## config.mk

```make
export PLATFORM = sky130hd
export DESIGN_NAME = mem_arbiter
export DESIGN_NICKNAME = d
export VERILOG_FILES = /design/src/rtl/mem_arbiter.sv
export SDC_FILE = /design/constraint.sdc
export NUM_CORES = 1
export LEC_CHECK = 0
export BUFFER_PORTS_ARGS = -buffer_cell sky130_fd_sc_hd__buf_4
export CORE_UTILIZATION = 51
export CTS_CLUSTER_SIZE = 28
export DETAILED_ROUTE_END_ITERATION = 7
export PLACE_DENSITY = 0.86
export SETUP_SLACK_MARGIN = 0.3
export SKIP_LAST_GASP = 1
export SYNTH_ARGS = -nofsm -noshare
export SYNTH_HDL_FRONTEND = slang
export SYNTH_SLANG_ARGS = --single-unit
```

## constraint.sdc

```tcl
create_clock -name clk -period 2.85 [get_ports clk]
set_clock_uncertainty 0.05 [all_clocks]
set_input_delay 0.1425 -clock clk [delete_from_list [all_inputs] [get_ports clk]]
set_output_delay 0.1425 -clock clk [all_outputs]
set_load 0.05 [all_outputs]
```

## src/rtl/mem_arbiter.sv

```systemverilog
// mem_arbiter: two-port (fetch/data) arbiter onto a single synchronous memory with starvation guard
module mem_arbiter #(
    parameter int STARVE_LIMIT = 4
) (
    input  logic        clk,
    input  logic        rst,
    input  logic        if_req,
    input  logic [31:0] if_addr,
    output logic        if_ready,
    output logic        if_rvalid,
    output logic [31:0] if_rdata,
    input  logic        dm_req,
    input  logic        dm_we,
    input  logic [2:0]  dm_funct3,
    input  logic [31:0] dm_addr,
    input  logic [31:0] dm_wdata,
    output logic        dm_ready,
    output logic        dm_rvalid,
    output logic [31:0] dm_rdata,
    output logic        write_mem,
    output logic [2:0]  funct3,
    output logic [31:0] write_address,
    output logic [31:0] write_data,
    output logic [31:0] read_address,
    input  logic [31:0] read_data
);
    typedef enum logic [1:0] {IDLE, ACCESS, RESP} state_t;
    state_t      state_q, state_d;
    logic [3:0]  starve_q, starve_d;
    logic        own_q;
    logic        we_q;
    logic [2:0]  f3_q;
    logic [31:0] ra_q, wa_q, wd_q, if_rdata_q, dm_rdata_q;
    logic        fetch_win, hs;
    // Arbitration, next state, starvation counter and memory-side outputs
    always_comb begin
        fetch_win     = if_req && (!dm_req || starve_q == 4'(STARVE_LIMIT));
        if_ready      = state_q == IDLE && !rst && fetch_win;
        dm_ready      = state_q == IDLE && !rst && dm_req && !fetch_win;
        hs            = if_ready || dm_ready;
        state_d       = state_q == IDLE ? (hs ? ACCESS : IDLE) : state_q == ACCESS ? RESP : IDLE;
        starve_d      = state_q != IDLE ? starve_q :
                        (if_ready || !if_req) ? 4'd0 :
                        (starve_q < 4'(STARVE_LIMIT)) ? starve_q + 4'd1 : starve_q;
        write_mem     = state_q == ACCESS && we_q && !rst;
        funct3        = state_q == ACCESS ? f3_q : 3'b010;
        if_rvalid     = state_q == RESP && !own_q && !we_q && !rst;
        dm_rvalid     = state_q == RESP && own_q && !we_q && !rst;
        if_rdata      = if_rvalid ? read_data : if_rdata_q;
        dm_rdata      = dm_rvalid ? read_data : dm_rdata_q;
        read_address  = ra_q;
        write_address = wa_q;
        write_data    = wd_q;
    end
    // State register and starvation counter
    always_ff @(posedge clk) begin
        if (rst) begin
            state_q  <= IDLE;
            starve_q <= 4'd0;
        end else begin
            state_q  <= state_d;
            starve_q <= starve_d;
        end
    end
    // Capture winner's request; address/data registers hold their last driven values
    always_ff @(posedge clk) begin
        if (rst) begin
            own_q      <= 1'b0;
            we_q       <= 1'b0;
            f3_q       <= 3'b000;
            ra_q       <= 32'd0;
            wa_q       <= 32'd0;
            wd_q       <= 32'd0;
            if_rdata_q <= 32'd0;
            dm_rdata_q <= 32'd0;
        end else begin
            if (hs) begin
                own_q <= dm_ready;
                we_q  <= dm_ready && dm_we;
                f3_q  <= dm_ready ? dm_funct3 : 3'b010;
                if (dm_ready && dm_we) begin
                    wa_q <= dm_addr;
                    wd_q <= dm_wdata;
                end else begin
                    ra_q <= dm_ready ? dm_addr : if_addr;
                end
            end
            if (if_rvalid) if_rdata_q <= read_data;
            if (dm_rvalid) dm_rdata_q <= read_data;
        end
    end
endmodule

```

==> metrics.yaml, run 1 <==
power_density_nw_per_um2: 545
yosys.area.top_type_share: 0.505
end_kind: "flip-flop"
p_leak_nw: 4.81
wl_per_cell_um: 18.3
cp-start-kind: "flip-flop"
numCtsBuffers: 17
area_delta_synth_final_pct: 57.9
irDropWorstVdd_mv: 0.417
placed_cell_area_um2: 9110
clockBufferDepth: 2
power_frac_comb: 0.185
finalHoldViolCount: 0
worstPathArrival_ns: 2.79
first_pass_iters: 6
worstSetupPathType: "reg -> reg"
synthArstFlopShare: 0
initial_utilization: 0.531
stdcell_area_um2: 10700
slew_violations: 0
grt_pass1_wl_mm: 37.5
p_sw_mw: 1.62
clock-sinks: 171
ys_ff_latch: 171
switching_share: 0.278
power.internal_mw: 4.22
remaining_drc_errors: 0
tritoncts: "yes"
die_x_um: 117
drt-initial-drc-count: 511
rsz0062_at_grt: "true"
grt_overflow: 0
root_buffer: "clkbuf_16"
grt.busiest_layer: "met2"
fin_crit_ns: 2.53
syn-num-nets: 869
yosysTopAreaCell: "dfxtp_1"
rows: 41
synth.distinct_cells: 39
yosys_warnings: 0
synth_ff_type: "dfxtp_1"
insertion_delay_ns: 0.42
yosys-top-cells-area: "dfxtp_1 50%, nand2_1 11%, mux2_4 6.4%, nor2b_1 5.4%, a21oi_1 5.0%"
grt_pass1_vias: 7329
hold_path.class: "in -> reg"
synth_cells: 731
status: "complete, no violations"
vias: 7145
wirelength_mm: 23.7
fin_nets: 1250
cp_slowest_cell: "dlygate4sd3_1"
p_clk_frac: 0.383
slew_headroom: 0.573
grt.met2_usage: 0.581
io_pins: 304
drive_gt1_frac: 0.365
port_buffers: 303
fin_tns_setup_ns: 0
fillers: 700
cp_cell_sequence: "inv_1, ha_1, and4b_1, o31a_2, buf_8, nor2_2, a311oi_2, dlygate4sd3_1"
die-area_um2: 13800
grt.met3_usage: 0.0919
cpPeakStageDelay_ns: 0.61
seqCellArea_um2: 3420
power_frac_seq: 0.433
ant_nets: 0
critPathMaxFanout: 65
multi_input_area_um2: 3080
track_usage: 0.345
grtUsageMet1: 0.382
crit_required_ns: 3.11
fin_crit_sh: 0.886
grt_max_degree: 66
drv_cap: 0
tightest_slew_ns: 0.640
timing.fmax_mhz: 396
htreeDepth: 4
dpl.hpwl_mm: 13.3
antenna_found_initial: 0
setup_violations: 0
yosysSeqAreaShare: 0.505
diodes: 0
netlist_area_um2: 6780
place_congestion: 0.815
die_h_um: 117
via_per_inst: 5.51
clk_pin_slew_ns: 0.07
avgSynthCellArea_um2: 9.28
synth-edff-count: 0
core-area_um2: 12800
[worst paths after layout]
check	start	end	slack (ns)	cells after the start
hold reg to reg	write_data[25]	write_data[25]	0.41	2
hold / removal	read_data[22]	if_rdata_q[22]	0.03	3
setup / recovery	starve_q[0]	read_address[0]	0.32	8
setup reg to reg	starve_q[0]	read_address[0]	0.32	8
[critical path: cells and delay by family, from the launching register on]
family                     cells  cell delay [ns]
buffers and inverters          3             0.89
AOI/OAI and AO/OA              2             0.43
and+or+nand+nor                2             0.39
DFF                            1             0.37
adders and majority gates      1             0.24
[sequential cells by signal, indices dropped and copies added (netlist names)]
| register | cells |
|---|---|
| dm_rdata_q | 32 |
| if_rdata_q | 32 |
| read_address | 32 |
| write_address | 32 |
| write_data | 32 |
| starve_q | 4 |
| f3_q | 3 |
| state_q | 2 |
| own_q | 1 |
| we_q | 1 |
[routing by layer]
metal  up-vias  share of wire
met2       489           0.48
met4         0          0.067
li1       3202              -
met5         -              0
met3       142          0.089
met1      3312           0.36
[synth_stat cells, types with 2 or more instances]
| cell | count |
|---|---|
| a211oi_1 | 2 |
| a21oi_1 | 68 |
| a22oi_1 | 2 |
| a311oi_1 | 32 |
| and2_1 | 3 |
| and2b_1 | 10 |
| buf_1 | 3 |
| buf_12 | 2 |
| buf_2 | 11 |
| buf_4 | 5 |
| clkbuf_1 | 29 |
| dfxtp_1 | 171 |
| ha_1 | 2 |
| inv_1 | 6 |
| mux2_1 | 8 |
| mux2_2 | 27 |
| mux2_4 | 29 |
| nand2_1 | 194 |
| nand2_2 | 2 |
| nand2b_1 | 4 |
| nor2_1 | 37 |
| nor2b_1 | 59 |
| nor3_1 | 4 |
| nor4b_4 | 2 |
| o21ai_0 | 4 |
| o31ai_1 | 2 |
[kinds of logic after synthesis]
kind of cell / Yosys count / synth area share
simple gates: 320 / 0.217
mux: 64 / 0.122
buf+inv: 59 / 0.0450
flops: 171 / 0.505
compound gates: 115 / 0.107
fa+ha+maj: 2 / 0.00369
[final cells by class]
type                            count  share of cell area
Multi-Input combinational cell    501               0.287
Clock inverter                     11              0.0113
Inverter                            7             0.00292
Timing Repair Buffer              414               0.317
Clock buffer                       21              0.0420
Sequential cell                   171               0.320
Tap cell                          172              0.0201
[power by group through the flow]
stage / sequential (mW) / combinational (mW) / clock (mW)
floorplan: 2.78 / 0.354 / 0
global placement: 2.57 / 0.904 / 0
detailed placement: 2.57 / 0.913 / 0
CTS: 2.52 / 1.03 / 2.25
global route: 2.53 / 1.13 / 2.36
finish: 2.53 / 1.08 / 2.24
[placed cells by master, fill, tap and decap left out, types with 2 or more instances in the layout]
cell type and instances:
a22oi_1 2, clkbuf_16 17, clkbuf_1 3, nor3_1 4, nor2_1 36, bufinv_16 2
buf_12 2, buf_4 310, o31ai_1 2, a21oi_1 68, o21ai_0 4, dfxtp_1 171
nor2b_1 59, nand2b_1 4, a311oi_1 31, ha_1 2, mux2_2 27, and2_1 3
a211oi_1 2, nor4b_4 2, clkinvlp_4 5, clkinv_2 3, inv_1 6, mux2_1 8
dlygate4sd3_1 100, mux2_4 29, and2b_1 9, nand2_1 194
[metrics by stage]
step	utilization	std cells	hold slack [ns]	setup slack (ns)	total power, mW
final	0.839	1297	0.0296	0.324	5.84
after global routing	0.839	1297	0.0254	0.246	6.02
after CTS	0.836	1297	0.0148	0.311	5.80
after detailed placement	0.713	1165	0.347	0.725	3.48
after global placement	0.713	1165	0.338	0.809	3.47
after floorplan	-	731	0.229	0.928	3.13
[what timing repair did]
| action | in CTS | in global routing |
|---|---|---|
| buffers inserted | 0 | 0 |
| hold endpoints to repair | 99 | 0 |
| hold buffers | 100 | 0 |
| setup endpoints to repair | 0 | 21 |
| gates resized for setup | 0 | 10 |
No activity file was read; power rests on OpenSTA's default activity.
==> run 2, diff against run 1 <==
Settings changed: MAX_ROUTING_LAYER from default to met4.
==> metrics.yaml, run 2 (synthesized netlist as in run 1, its figures left out) <==
status: "complete, no violations"
antenna_found_initial: 0
stdcell_area_um2: 10700
fin_util: 0.839
grt_pass1_vias: 7340
cts_setup_buffers: 0
power_frac_seq: 0.433
via_per_inst: 5.48
p_sw_mw: 1.62
final_common_cell: "buf_4"
slew_headroom: 0.568
power_frac_comb: 0.185
clockBufferDepth: 2
worstPathArrival_ns: 2.81
die-area_um2: 13800
clock-sinks: 171
first_pass_iters: 7
tritoncts: "yes"
core-area_um2: 12800
power.internal_mw: 4.22
htreeDepth: 4
numCtsBuffers: 17
diodes: 0
drt-initial-drc-count: 521
p_leak_nw: 4.81
grt_pass1_wl_mm: 37.6
vias: 7108
critPathMaxFanout: 65
fin_nets: 1250
die_x_um: 117
drv_cap: 0
ant_nets: 0
dpl.hpwl_mm: 13.3
area_delta_synth_final_pct: 57.9
drive_gt1_frac: 0.365
remaining_drc_errors: 0
pre_cts_slack_ns: 0.725
grt_overflow: 0
wirelength_mm: 23.7
initial_utilization: 0.531
clk_pin_slew_ns: 0.06
power_density_nw_per_um2: 545
dp.cells: 1165
worstSetupPathType: "reg -> reg"
insertion_delay_ns: 0.42
tightest_slew_ns: 0.648
fin_tns_setup_ns: 0
hold_path.class: "in -> reg"
slew_violations: 0
cp-start-kind: "flip-flop"
placed_cell_area_um2: 9110
p_clk_frac: 0.382
fin_crit_ns: 2.55
crit_required_ns: 3.10
finalHoldViolCount: 0
root_buffer: "clkbuf_16"
rsz0062_at_grt: "true"
end_kind: "flip-flop"
setup_ws_ns: 0.298
rows: 41
die_h_um: 117
place_congestion: 0.827
switching_share: 0.278
layoutNonFillerInstCount: 1297
irDropWorstVdd_mv: 0.411
timing.fmax_mhz: 392
grt_max_degree: 66
track_usage: 0.355
total_power_mw: 5.84
setup_violations: 0
wl_per_cell_um: 18.3
layout_common_cells: "310 x buf_4, 194 x nand2_1, 171 x dfxtp_1"
fillers: 700
port_buffers: 303
fin_crit_sh: 0.896
io_pins: 304
holdWs_ns: 0.0305
run 2: power groups by stage:
stage / clock network (mW) / registers (mW) / logic [mW]
CTS: 2.25 / 2.52 / 1.03
global placement: 0 / 2.57 / 0.904
floorplan: 0 / 2.78 / 0.354
global route: 2.36 / 2.53 / 1.13
detailed placement: 0 / 2.57 / 0.913
finish: 2.23 / 2.53 / 1.08
run 2: final cells by class:
| class | instances | area, µm² | share of cell area |
|---|---|---|---|
| inverter | 7 | 31.3 | 0.00292 |
| clock buffer | 21 | 450 | 0.0420 |
| timing repair buffer | 414 | 3390 | 0.317 |
| sequential | 171 | 3420 | 0.320 |
| tap | 172 | 215 | 0.0201 |
| multi-input combinational | 501 | 3080 | 0.287 |
| clock inverter | 11 | 121 | 0.0113 |
run 2: critical path, stage by stage (launching register included):
cell           delay, ns
dfxtp_1             0.37
inv_1               0.06
ha_1                0.24
and4b_1             0.21
o31a_2              0.36
buf_8               0.22
nor2_2              0.19
a311oi_2            0.08
dlygate4sd3_1       0.61
run 2: path summary, 6_finish.rpt:
| check | end | cells past startpoint | slack (ns) | startpoint |
|---|---|---|---|---|
| worst max register to register | read_address[0] | 8 | 0.30 | starve_q[0] |
| worst min-delay path | if_rdata_q[22] | 3 | 0.03 | read_data[22] |
| worst min register to register | write_data[25] | 2 | 0.41 | write_data[25] |
| worst max-delay path | read_address[0] | 8 | 0.30 | starve_q[0] |
run 2: timing repair:
action | in CTS | in global routing
hold buffers | 100 | 0
endpoints found under the hold margin | 99 | 0
setup endpoints to repair | 0 | 21
resized for setup | 0 | 10
run 2: per-layer routing:
layer | vias to the layer above | share of wire | track usage
met2 | 491 | 0.49 | 0.580
met3 | 129 | 0.088 | 0.0875
met1 | 3294 | 0.36 | 0.384
met5 | - | 0 | -
met4 | 0 | 0.062 | 0.232
li1 | 3194 | - | -
